`src/rtl/odeme_denetci_pkg.sv`:
```
// Shared types and widths for the payment controller and its balance store.
// Latency: n/a (declarations only).
// Backpressure: n/a (declarations only).
package odeme_pkg;

  localparam int UCRET_W    = 8;
  localparam int BAKIYE_W   = 9;
  localparam int BAKIYE_MAX = 511;

  typedef enum logic [2:0] {
    BOS    = 3'd0,
    OKU    = 3'd1,
    ODE    = 3'd2,
    YAZ    = 3'd3,
    BILDIR = 3'd4
  } durum_t;

  // Top-up add done one bit wider, clamped to the largest storable balance.
  function automatic logic [BAKIYE_W-1:0] doygun_topla(
    input logic [BAKIYE_W-1:0] bakiye,
    input logic [UCRET_W-1:0]  miktar
  );
    logic [BAKIYE_W:0] toplam;
    toplam = {1'b0, bakiye} + {{(BAKIYE_W + 1 - UCRET_W){1'b0}}, miktar};
    return toplam[BAKIYE_W] ? BAKIYE_W'(BAKIYE_MAX) : toplam[BAKIYE_W-1:0];
  endfunction

endpackage

```
`src/rtl/odeme_denetci_bakiye_bellek.sv`:
```
// Per-card balance register file, every entry reset to the opening balance.
// Latency: combinational read; write visible after the clock edge.
// Backpressure: none, one read and one write per cycle always accepted.
module bakiye_bellek
  import odeme_pkg::*;
#(
  parameter int KART_SAYISI      = 8,
  parameter int KART_BIT         = 3,
  parameter int BASLANGIC_BAKIYE = 100
) (
  input  logic                saat,
  input  logic                reset,
  input  logic [KART_BIT-1:0] oku_adr,
  output logic [BAKIYE_W-1:0] oku_dat,
  input  logic                yaz_en,
  input  logic [KART_BIT-1:0] yaz_adr,
  input  logic [BAKIYE_W-1:0] yaz_dat
);

  logic [BAKIYE_W-1:0] mem [KART_SAYISI];

  // Reset restores every card; otherwise a single write per edge.
  always_ff @(posedge saat or negedge reset) begin
    if (!reset) begin
      for (int i = 0; i < KART_SAYISI; i++) begin
        mem[i] <= BAKIYE_W'(BASLANGIC_BAKIYE);
      end
    end else if (yaz_en) begin
      mem[yaz_adr] <= yaz_dat;
    end
  end

  assign oku_dat = mem[oku_adr];

endmodule

```
`src/rtl/odeme_denetci.sv`:
```
// Card payment controller: runs purchases through odeme, applies top-ups, reports results.
// Latency: purchase hazir 4 cycles after capture (+ odeme delay); top-up hazir next cycle.
// Backpressure: requests only sampled while idle (mesgul low); ODEME_ISTATISTIK_EN adds counters.
module odeme_denetci
  import odeme_pkg::*;
#(
  parameter int KART_SAYISI      = 8,
  parameter int KART_BIT         = 3,
  parameter int BASLANGIC_BAKIYE = 100,
  parameter int ZAMAN_ASIMI      = 15
) (
  input  logic                saat,
  input  logic                reset,
  input  logic                istek,
  input  logic [KART_BIT-1:0] kart_no,
  input  logic [UCRET_W-1:0]  istek_ucret,
  input  logic                yukle,
  input  logic [UCRET_W-1:0]  yukle_miktar,
  output logic                mesgul,
  output logic                hazir,
  output logic                sonuc_onay,
  output logic [BAKIYE_W-1:0] sonuc_bakiye,
  output logic                hata,
  output logic                basla,
  output logic [UCRET_W-1:0]  ucret,
  output logic [BAKIYE_W-1:0] bakiye,
  input  logic                onay,
  input  logic [BAKIYE_W-1:0] k_bakiye,
  input  logic                bitti
`ifdef ODEME_ISTATISTIK_EN
  ,
  output logic [7:0]          onay_sayisi,
  output logic [7:0]          red_sayisi
`endif
);

  localparam int SAYAC_W = $clog2(ZAMAN_ASIMI + 1);

  durum_t durum_q, durum_d;

  logic [KART_BIT-1:0] kart_q, kart_d;
  logic [UCRET_W-1:0]  ucret_q, ucret_d;
  logic [BAKIYE_W-1:0] bakiye_q, bakiye_d;
  logic [SAYAC_W-1:0]  sayac_q, sayac_d;
  logic                onay_q, onay_d;
  logic [BAKIYE_W-1:0] k_bakiye_q, k_bakiye_d;
  logic                sonuc_onay_q, sonuc_onay_d;
  logic                hata_q, hata_d;
  logic                gecerli_q, gecerli_d;

  logic                kart_gecerli;
  logic [KART_BIT-1:0] oku_adr;
  logic [BAKIYE_W-1:0] oku_dat;
  logic                yaz_en;
  logic [KART_BIT-1:0] yaz_adr;
  logic [BAKIYE_W-1:0] yaz_dat;
  logic [BAKIYE_W-1:0] beklenen;

  // The range check only exists when the index can name a missing card.
  if (KART_SAYISI < (1 << KART_BIT)) begin : g_aralik
    assign kart_gecerli = (int'(kart_no) < KART_SAYISI);
  end else begin : g_tam
    assign kart_gecerli = 1'b1;
  end

  // Balance odeme should return for an approved purchase (wraps at 9 bits).
  assign beklenen = bakiye_q - {{(BAKIYE_W - UCRET_W){1'b0}}, ucret_q};

  bakiye_bellek #(
    .KART_SAYISI      (KART_SAYISI),
    .KART_BIT         (KART_BIT),
    .BASLANGIC_BAKIYE (BASLANGIC_BAKIYE)
  ) u_bellek (
    .saat    (saat),
    .reset   (reset),
    .oku_adr (oku_adr),
    .oku_dat (oku_dat),
    .yaz_en  (yaz_en),
    .yaz_adr (yaz_adr),
    .yaz_dat (yaz_dat)
  );

  // State register; reset abandons any transaction in flight.
  always_ff @(posedge saat or negedge reset) begin
    if (!reset) begin
      durum_q <= BOS;
    end else begin
      durum_q <= durum_d;
    end
  end

  // Next state, register updates and balance-store port control.
  always_comb begin
    durum_d      = durum_q;
    kart_d       = kart_q;
    ucret_d      = ucret_q;
    bakiye_d     = bakiye_q;
    sayac_d      = sayac_q;
    onay_d       = onay_q;
    k_bakiye_d   = k_bakiye_q;
    sonuc_onay_d = sonuc_onay_q;
    hata_d       = hata_q;
    gecerli_d    = gecerli_q;
    oku_adr      = kart_q;
    yaz_en       = 1'b0;
    yaz_adr      = kart_q;
    yaz_dat      = k_bakiye_q;

    case (durum_q)
      BOS: begin
        oku_adr = kart_no;
        if (istek || yukle) begin
          kart_d       = kart_no;
          gecerli_d    = kart_gecerli;
          sonuc_onay_d = 1'b0;
          hata_d       = 1'b0;
          if (!kart_gecerli) begin
            hata_d  = 1'b1;
            durum_d = BILDIR;
          end else if (istek) begin
            // A simultaneous top-up is dropped; the purchase wins.
            ucret_d = istek_ucret;
            durum_d = OKU;
          end else begin
            yaz_en       = 1'b1;
            yaz_adr      = kart_no;
            yaz_dat      = doygun_topla(oku_dat, yukle_miktar);
            sonuc_onay_d = 1'b1;
            durum_d      = BILDIR;
          end
        end
      end
      OKU: begin
        bakiye_d = oku_dat;
        sayac_d  = '0;
        durum_d  = ODE;
      end
      ODE: begin
        if (bitti) begin
          onay_d     = onay;
          k_bakiye_d = k_bakiye;
          durum_d    = YAZ;
        end else if (sayac_q == SAYAC_W'(ZAMAN_ASIMI - 1)) begin
          hata_d  = 1'b1;
          durum_d = BILDIR;
        end else begin
          sayac_d = sayac_q + SAYAC_W'(1);
        end
      end
      YAZ: begin
        // Only an approval whose remaining balance adds up is committed.
        if (onay_q) begin
          if (k_bakiye_q == beklenen) begin
            yaz_en       = 1'b1;
            sonuc_onay_d = 1'b1;
          end else begin
            hata_d = 1'b1;
          end
        end
        durum_d = BILDIR;
      end
      BILDIR: begin
        durum_d = BOS;
      end
      default: begin
        durum_d = BOS;
      end
    endcase
  end

  // Transaction registers, all cleared by reset.
  always_ff @(posedge saat or negedge reset) begin
    if (!reset) begin
      kart_q       <= '0;
      ucret_q      <= '0;
      bakiye_q     <= '0;
      sayac_q      <= '0;
      onay_q       <= 1'b0;
      k_bakiye_q   <= '0;
      sonuc_onay_q <= 1'b0;
      hata_q       <= 1'b0;
      gecerli_q    <= 1'b0;
    end else begin
      kart_q       <= kart_d;
      ucret_q      <= ucret_d;
      bakiye_q     <= bakiye_d;
      sayac_q      <= sayac_d;
      onay_q       <= onay_d;
      k_bakiye_q   <= k_bakiye_d;
      sonuc_onay_q <= sonuc_onay_d;
      hata_q       <= hata_d;
      gecerli_q    <= gecerli_d;
    end
  end

  // Strobes are pure state decodes so reset drops them without a clock.
  assign basla        = (durum_q == ODE);
  assign hazir        = (durum_q == BILDIR);
  assign mesgul       = (durum_q != BOS);
  assign ucret        = ucret_q;
  assign bakiye       = bakiye_q;
  assign sonuc_onay   = hazir & sonuc_onay_q;
  assign hata         = hazir & hata_q;
  assign sonuc_bakiye = (hazir && gecerli_q) ? oku_dat : '0;

`ifdef ODEME_ISTATISTIK_EN
  logic satin_q;

  // Remember whether the running transaction is a purchase.
  always_ff @(posedge saat or negedge reset) begin
    if (!reset) begin
      satin_q <= 1'b0;
    end else if (durum_q == BOS && (istek || yukle)) begin
      satin_q <= istek;
    end
  end

  // Saturating approved/rejected purchase counters, stepped on each report.
  always_ff @(posedge saat or negedge reset) begin
    if (!reset) begin
      onay_sayisi <= '0;
      red_sayisi  <= '0;
    end else if (hazir && satin_q) begin
      if (sonuc_onay) begin
        if (onay_sayisi != 8'hFF) onay_sayisi <= onay_sayisi + 8'd1;
      end else begin
        if (red_sayisi != 8'hFF) red_sayisi <= red_sayisi + 8'd1;
      end
    end
  end
`endif

endmodule

```
`config.mk`:
```
export PLATFORM = sky130hd
export DESIGN_NAME = odeme_denetci
export DESIGN_NICKNAME = d
export VERILOG_FILES = /design/src/rtl/odeme_denetci_pkg.sv /design/src/rtl/odeme_denetci_bakiye_bellek.sv /design/src/rtl/odeme_denetci.sv
export SDC_FILE = /design/constraint.sdc
export NUM_CORES = 1
export LEC_CHECK = 0
export BUFFER_PORTS_ARGS = -buffer_cell sky130_fd_sc_hd__buf_2
export CAP_MARGIN = 20
export CORE_AREA = 2 2 115 117
export CTS_BUF_LIST = sky130_fd_sc_hd__clkbuf_8 sky130_fd_sc_hd__clkbuf_16
export DETAILED_ROUTE_END_ITERATION = 8
export DIE_AREA = 0 0 117 119
export PLACE_DENSITY = 0.69
export SLEW_MARGIN = 20
export SYNTH_ARGS = -nofsm -noshare
export SYNTH_HDL_FRONTEND = slang
export SYNTH_SLANG_ARGS = --single-unit
```
`constraint.sdc`:
```
create_clock -name saat -period 7.2 [get_ports saat]
set_input_delay 1.8 -clock saat [delete_from_list [all_inputs] [get_ports saat]]
set_output_delay 1.8 -clock saat [all_outputs]
set_load 0.02 [all_outputs]
```
-- Word-level counts from Yosys, hierarchy flattened
Index checks and enable logic that the tools add are counted.
- add/subtract/negate cells: 3
- order comparisons: 3
- equal/unequal tests: 14
- muxes and demuxes: 38
- bitwise logic cells: 4
- reduce and logical (&&, ||, !) cells: 15
- operators with widths (kind ; count):
    $bwmux 72 ; 1
    $mux 9 ; 8
    $bmux 9 s3 ; 1
    $demux 9 s3 ; 1
    $mux 3 ; 8
    $mux 1 ; 12
    $ne 2x2->1 const B ; 6
    $pmux 3 s4 ; 1
    $add 9x8->10 ; 1
    $eq 9x9->1 ; 1
    $sub 9x8->9 ; 1
    $ge 4x4->1 const B ; 2
    $mux 4 ; 2
    $not 3->4 ; 2
    $pmux 4 s2 ; 1
    $eq 3x2->1 const B ; 2
    $reduce_and 2->1 ; 3
    $reduce_and 3->1 ; 2
    $reduce_and 6->1 ; 1
    $reduce_bool 3->1 ; 2
    $add 4x1->4 const B ; 1
    $eq 4x4->1 const B ; 1
    $lt 4x1->1 const B ; 1
    $pmux 1 s2 ; 2
    11 further kinds ; 14
- bits in registers: 112
- bits of input ports: 34
- output and inout bits: 31
- logic and storage cells: 95

-- Depth between registers and ports, before layout
Gate-level depths: netlist of the first run.
- depth after elaboration: 12
- mapped depth: 17
- gate-level depth less buffers: 15

-- By module
From an unflattened synthesis of the first run, not the netlist that was laid out.
- cell total of the unflattened synthesis: 525
- area, all modules: 6208.5 µm²
- by module, submodules not included (module ; instances ; cells each ; area an instance (µm²) ; seq. area each (µm²)):
    bakiye_bellek ; 1 ; 191 ; 3382.0 ; 1831.8
    odeme_denetci ; 1 ; 334 ; 2826.5 ; 1001.0

-- Worst setup path after synthesis of the first run
Ideal clock, no wire load.
- path type: input port to flip-flop
- from: input kart_no[0]
- to: register u_bellek.mem[17] (netlist bit)
- setup time: 66 ps
- arrival: 5600 ps
- data required time: 7134 ps
- slack: 1534 ps
- stages: 15
- path buffers: 2
- cells stage by stage: clkbuf_1 -> mux2i_2 -> buf_2 -> mux4_2 -> mux2i_1 -> inv_1 -> ha_1 -> fa_1 -> a21o_1 -> a211o_1 -> a21boi_0 -> nor3b_1 -> and4_1 -> nor3_2 -> mux2_2
- cells in the longest elaborated chain, start to end: 11
- elaborated cells on any way between the ends: 20
- classes of those cells: add/sub: 1; order compare: 2; mux: 14; bitwise: 2; reduce/logical: 1
- ends and longest elaborated chain (element ; RTL line ; text):
    start, declared ; odeme_denetci.sv:15 ; input logic [KART_BIT-1:0] kart_no,
    $mux 3 ; odeme_denetci.sv:109 ; case (durum_q)
    $not 3->4 (implied by the code) ; odeme_denetci_bakiye_bellek.sv:33 ; assign oku_dat = mem[oku_adr];
    $bmux 9 s3 ; odeme_denetci_bakiye_bellek.sv:33 ;
    $mux 9 (implied by the code) (2 in a row) ; odeme_denetci_bakiye_bellek.sv:33 ;
    named net oku_dat[0] ; odeme_denetci.sv:53 ; logic [BAKIYE_W-1:0] oku_dat;
    $add 9x8->10 ; odeme_denetci_pkg.sv:24 ; toplam = {1'b0, bakiye} + {{(BAKIYE_W + 1 - UCRET_W){1'b0}}, miktar};
    $mux 9 ; odeme_denetci_pkg.sv:25 ; return toplam[BAKIYE_W] ? BAKIYE_W'(BAKIYE_MAX) : toplam[BAKIYE_W-1:0];
    $mux 9 ; odeme_denetci.sv:120 ; end else if (istek) begin
    $mux 9 ; odeme_denetci.sv:112 ; if (istek || yukle) begin
    $mux 9 ; odeme_denetci.sv:109 ;
    $bwmux 72 ; odeme_denetci_bakiye_bellek.sv:29 ; mem[yaz_adr] <= yaz_dat;
    end signal, assigned by index ; odeme_denetci_bakiye_bellek.sv:26 ; mem[i] <= BAKIYE_W'(BASLANGIC_BAKIYE);
    end signal, assigned by index ; odeme_denetci_bakiye_bellek.sv:29 ;
    end, declared ; odeme_denetci_bakiye_bellek.sv:20 ; logic [BAKIYE_W-1:0] mem [KART_SAYISI];
The timed path passes the listed nets, and every way through them passes these cells. The select of a mux whose other input is x is not followed.
A chain may end at the register's enable or synchronous reset.

-- Worst setup path in the final report of the first run
- from: input kart_no[0]
- to: register u_bellek.mem[22] (netlist bit)
Same word-level chain as after synthesis.

==> metrics.txt, run 1 <==
Hold Fails Final Rpt=0; PwrDens=472.0 mW/mm2; Remaining Overflow, GRT=0; VDD IR max=0.1608 mV; Setup Skew=0.01529 ns; Worst setup EP type=flop; Placeable Area=0.01287 mm2; final core area utilization=0.5515; Residual DRC=0; crit share post-route=0.7756; number of distinct library cells after synthesis=64; Pleak=3.353 nW; Clock Tree Buf Depth=2; Die Span X=117 um; Post-synth EDFFs=0; initial DRC count=352; Hold-fix buffers, CTS=0; # diodes=0; Syn Area/Cell=11.97 um2; outcome=completed; Post-CTS Setup Bufs=0; post-placement cell count=751; Post-Syn Area=0.006261 mm2; crit path launch type=input pin; ys async rst share=1.000; # port buffers=64; area delta synth->final=13.41%; max-cap violations=0; CP cell instances=buf_2 > mux2i_2 > buf_4 > mux4_2 > mux2i_1 > inv_1 > ha_1 > and3_1 > a32oi_1 > a311o_1 > nor2b_1 > o211ai_2 > o211ai_1 > mux2_1; min Tclk post-route=5.584 ns; CTS tree=yes; Root Driver=clkbuf_16; HPWL Detailed=10380 um; Syn Nets=578; Starting Density=0.4863; die height=119 um; Final nets=641; post-synthesis sequential area ratio=0.4524; RSZ-0062 raised after global routing=no; CP arrival=5.83 ns; WHS=0.4771 ns; critical-path maximum fanout=16; layout cells sized above 1=0.3723; #FFs+latches synth=112; Detail Route Antenna Nets=0; first-pass iteration count of the detailed router=4; FILL cells=1084; prevailing post-synth register cell=dfrtp_1; PnR Total Power=0.003351 W; die area=0.01392 mm2; Max Clk Rate=179.1 MHz; CTS buffer count=9; Layout Cells excl Fill=767; GRT Overall Usage=0.2144; max_slew headroom=0.3248; WS Path Type=in2reg; Synth Warn #=0; DR vias/cell=5.681; vias in the first global route=4520; Worst-Margin Slew=1.010 ns; WL final=14330 um; Clock transition at path regs=0.08 ns; Slew Viols, Final=0; Hold Path Class=reg2reg; routed vias=4357; first-pass GRT wire length=22860 um; initial antenna violation count=0; H-Tree Depth=3; CP required=7.44 ns; Core Rows=42; largest net degree at the start of global routing=89; CTS resizes=0; crit-path max cell delay=0.55 ns; drt wl/cell=18.68 um; I/O Pins=65; count of final setup violators=0; Post-Syn Instances=523; RD Place Congestion=0.9312; clock sink count=112; final setup TNS=0 ns; Slowest-stage cell, CP=mux4_2; Skew-Pair Late Insertion Delay=0.37 ns
-- routing by layer --
layer,track usage,vias to the layer above,wire (um)
li1,-,2030,-
met1,0.2829,2206,6459
met2,0.3559,93,7105
met3,0.03206,28,426
met4,0.08015,0,339
met5,0,-,0
-- cell families after synthesis --
kind of cell / synth area share
compound gates: 0.08593
xor+xnor: 0.02378
fa+ha+maj: 0.04437
buf+inv: 0.02238
flops: 0.4524
mux: 0.2548
simple gates: 0.1163
-- power by group --
| part | internal, W | switching (W) |
|---|---|---|
| Sequential | 0.000873 | 0.000179 |
| Combinational | 0.000769 | 0.000999 |
| Clock | 0.000257 | 0.000274 |
-- sequential cells by signal (all words and copies together) (netlist names), 3 cells and up --
| name | cells |
|---|---|
| bakiye | 9 |
| durum_q | 3 |
| k_bakiye_q | 9 |
| kart_q | 3 |
| sayac_q | 4 |
| u_bellek.mem | 72 |
| ucret | 8 |
-- cell usage in the layout, fill, tap and decap left out, types with 10 or more instances in the layout --
| master | n |
|---|---|
| dfrtp_1 | 88 |
| mux2_2 | 68 |
| buf_2 | 63 |
| nand2_1 | 53 |
| nor2_1 | 30 |
| dfstp_2 | 24 |
| mux2i_1 | 23 |
| inv_1 | 20 |
| a21oi_1 | 19 |
| ha_1 | 19 |
| mux4_2 | 16 |
| mux2_1 | 16 |
| o21ai_0 | 13 |
| xnor2_1 | 12 |
| nand3_1 | 10 |
-- critical path: cells and delay by family --
family / cells / cell delay (ns)
buf+inv: 3 / 0.65
fa+ha+maj: 1 / 0.34
simple gates: 2 / 0.24
mux: 4 / 1.52
compound gates: 4 / 1.26
-- path summary, 6_finish.rpt --
| path | startpoint | endpoint | slack, ns | depth (start not counted) |
|---|---|---|---|---|
| max in group asynchronous | reset | u_bellek.mem[43] | 4.81 | 2 |
| hold / removal | gecerli_q | gecerli_q | 0.48 | 1 |
| min in group asynchronous | reset | ucret[2] | 1.32 | 1 |
| hold reg to reg | gecerli_q | gecerli_q | 0.48 | 1 |
| setup / recovery | kart_no[0] | u_bellek.mem[22] | 1.62 | 14 |
| setup reg to reg | durum_q[2] | u_bellek.mem[22] | 1.65 | 14 |
-- area by class of cell --
type | instances | area (um2) | share of cell area
clock buffers | 9 | 225.2 | 0.03172
clock inverters | 7 | 101.3 | 0.01427
inverters | 21 | 78.83 | 0.01110
multi-input cells | 375 | 3293 | 0.4638
flip-flops and latches | 112 | 2833 | 0.3989
well taps | 176 | 220.2 | 0.03101
repair buffers | 67 | 349.1 | 0.04916
-- metrics by stage --
step                worst slack, ns  area (um2)
finish                        1.616        7101
global route                  1.136        7101
CTS                           1.580        7097
detailed placement            1.235        6770
global placement              1.353        6770
floorplan                     1.534        6261
-- cell usage after synthesis, types with 3 or more instances --
| library cell | n | area (um2) |
|---|---|---|
| dfrtp_1 | 88 | 2202 |
| mux2_2 | 68 | 765.7 |
| nand2_1 | 53 | 198.9 |
| nor2_1 | 30 | 112.6 |
| dfstp_2 | 24 | 630.6 |
| mux2i_1 | 23 | 230.2 |
| inv_1 | 20 | 75.07 |
| a21oi_1 | 19 | 95.09 |
| ha_1 | 19 | 237.7 |
| mux2_1 | 16 | 180.2 |
| mux4_2 | 16 | 360.4 |
| o21ai_0 | 13 | 65.06 |
| xnor2_1 | 12 | 105.1 |
| nand3_1 | 10 | 50.05 |
| clkbuf_1 | 9 | 33.78 |
| nor2b_1 | 6 | 37.54 |
| nor3_1 | 6 | 30.03 |
| and3_1 | 5 | 31.28 |
| or3_1 | 5 | 31.28 |
| xor2_1 | 5 | 43.79 |
| buf_2 | 4 | 20.02 |
| nand3b_1 | 4 | 30.03 |
| nor3b_1 | 4 | 30.03 |
| o211ai_2 | 4 | 50.05 |
| o21ai_2 | 4 | 35.03 |
| a21o_1 | 3 | 22.52 |
| a31oi_4 | 3 | 63.81 |
| o21a_1 | 3 | 22.52 |
Note: power is estimated with default switching activity, not from simulation.
==> inputs of run 2 (changes only) <==
==> constraint.sdc (replaced) <==
create_clock -name saat -period 5.4 [get_ports saat]
set_input_delay 1.35 -clock saat [delete_from_list [all_inputs] [get_ports saat]]
set_output_delay 1.35 -clock saat [all_outputs]
set_load 0.02 [all_outputs]
==> run 2 against run 1 <==
Compared with the run above: clock-buffer cell count unchanged; register-to-register slack worse by 1.2 ns; combinational power up 38%; worst setup slack worse by 1.2 ns; clock skew down 0.0079 ns; hold slack worse by 0.0029 ns; total power up 35%; utilization up 0.29 points; critical path type unchanged; critical path depth up 1; via count down 0.21%.
==> metrics.txt, run 2 (synthesized netlist as in run 1, its figures left out) <==
CTS tree=yes; final setup TNS=0 ns; GRT Overall Usage=0.2166; max-cap violations=0; drt wl/cell=18.56 um; Pleak=3.384 nW; Placeable Area=0.01287 mm2; Clock transition at path regs=0.07 ns; most common cell after layout, fill and taps aside=dfrtp_1; met3 Use GR=0.03461; Setup Skew=0.007352 ns; first-pass iteration count of the detailed router=4; area delta synth->final=14.01%; Die Span X=117 um; commonest non-fill, non-tap cells in the layout=dfrtp_1 (88), mux2_2 (68), buf_2 (63); CP required=5.69 ns; initial antenna violation count=0; max reg flops=72; outcome=completed; HPWL Detailed=10470 um; layout cells sized above 1=0.3796; Detail Route Antenna Nets=0; clock sink count=112; # port buffers=64; Post-CTS Setup Bufs=0; VDD IR max=0.1961 mV; die height=119 um; CP arrival=5.28 ns; Worst-Margin Slew=0.9405 ns; Most flops, register=u_bellek.mem; final worst setup slack=0.4081 ns; Hold Path Class=reg2reg; Skew-Pair Late Insertion Delay=0.35 ns; routed vias=4348; post-placement cell count=758; Starting Density=0.4863; CTS buffer count=9; grt peak-use layer=met2; worst slack at placement=0.06844 ns; DR vias/cell=5.618; Residual DRC=0; count of final setup violators=0; die area=0.01392 mm2; grt met2 use=0.3685; WL final=14370 um; first-pass GRT wire length=23200 um; Remaining Overflow, GRT=0; Hold-fix buffers, CTS=0; WS Path Type=in2reg; initial DRC count=307; min Tclk post-route=4.992 ns; vias in the first global route=4546; met1 Usage GRT=0.2829; Slew Viols, Final=0; crit path launch type=input pin; Max Clk Rate=200.3 MHz; FILL cells=1117; Layout Cells excl Fill=774; PwrDens=634.7 mW/mm2; Worst setup EP type=flop; Core Rows=42; Root Driver=clkbuf_16; Hold Fails Final Rpt=0; RD Place Congestion=0.9681; critical-path maximum fanout=16; crit share post-route=0.9244; Final nets=648; # diodes=0; H-Tree Depth=3; CTS resizes=0; I/O Pins=65; max_slew headroom=0.3730; RSZ-0062 raised after global routing=no; Clock Tree Buf Depth=2; final core area utilization=0.5544; WHS=0.4742 ns; largest net degree at the start of global routing=77
[run 2: cell types whose count changed in the layout (fill, tap and decap cells not counted), sizes merged]
cell and delta:
buf +7, bufinv +1, inv -1
[run 2: metal layers]
metal | vias up | part of all wire
li1 | 2031 | -
met1 | 2197 | 0.44
met2 | 99 | 0.50
met3 | 21 | 0.041
met4 | 0 | 0.018
met5 | - | 0
[run 2: through the flow]
stage	power, W	instance area (um2)
after floorplan	0.003175	6261
after global placement	0.003745	6835
after detailed placement	0.003849	6835
after CTS	0.004541	7138
after global routing	0.004843	7138
final	0.004531	7138
[run 2: layout make-up]
class,count,area (um2),share of cell area
clock buffers,9,225.2,0.03155
repair buffers,74,410.4,0.05749
well taps,176,220.2,0.03085
clock inverters,7,77.57,0.01087
inverters,21,78.83,0.01104
flip-flops and latches,112,2833,0.3968
multi-input cells,375,3293,0.4613
[run 2: power by group]
group / switching (W) / internal (W)
Clock: 0.000318 / 0.000366
Combinational: 0.00137 / 0.00108
Sequential: 0.000232 / 0.00116
Total: 0.00192 / 0.00262
[run 2: critical path, cell delays in order]
cell and delay (ns):
buf_2 0.18, mux2i_2 0.24, buf_12 0.22, mux4_2 0.50, mux2i_1 0.33, inv_1 0.09, ha_1 0.22, fa_1 0.40
a21o_1 0.19, a211o_1 0.32, a21boi_0 0.20, nor3b_1 0.09, and4_1 0.22, nor3_2 0.46, mux2_2 0.26
[run 2: path summary, 6_finish.rpt]
path,from,endpoint,slack (ns),cells past startpoint
hold reg to reg,gecerli_q,gecerli_q,0.47,1
max in group asynchronous,reset,durum_q[2],3.27,2
setup / recovery,kart_no[0],u_bellek.mem[62],0.41,15
hold / removal,gecerli_q,gecerli_q,0.47,1
setup reg to reg,durum_q[2],u_bellek.mem[62],0.45,15
min in group asynchronous,reset,bakiye[1],1.11,1
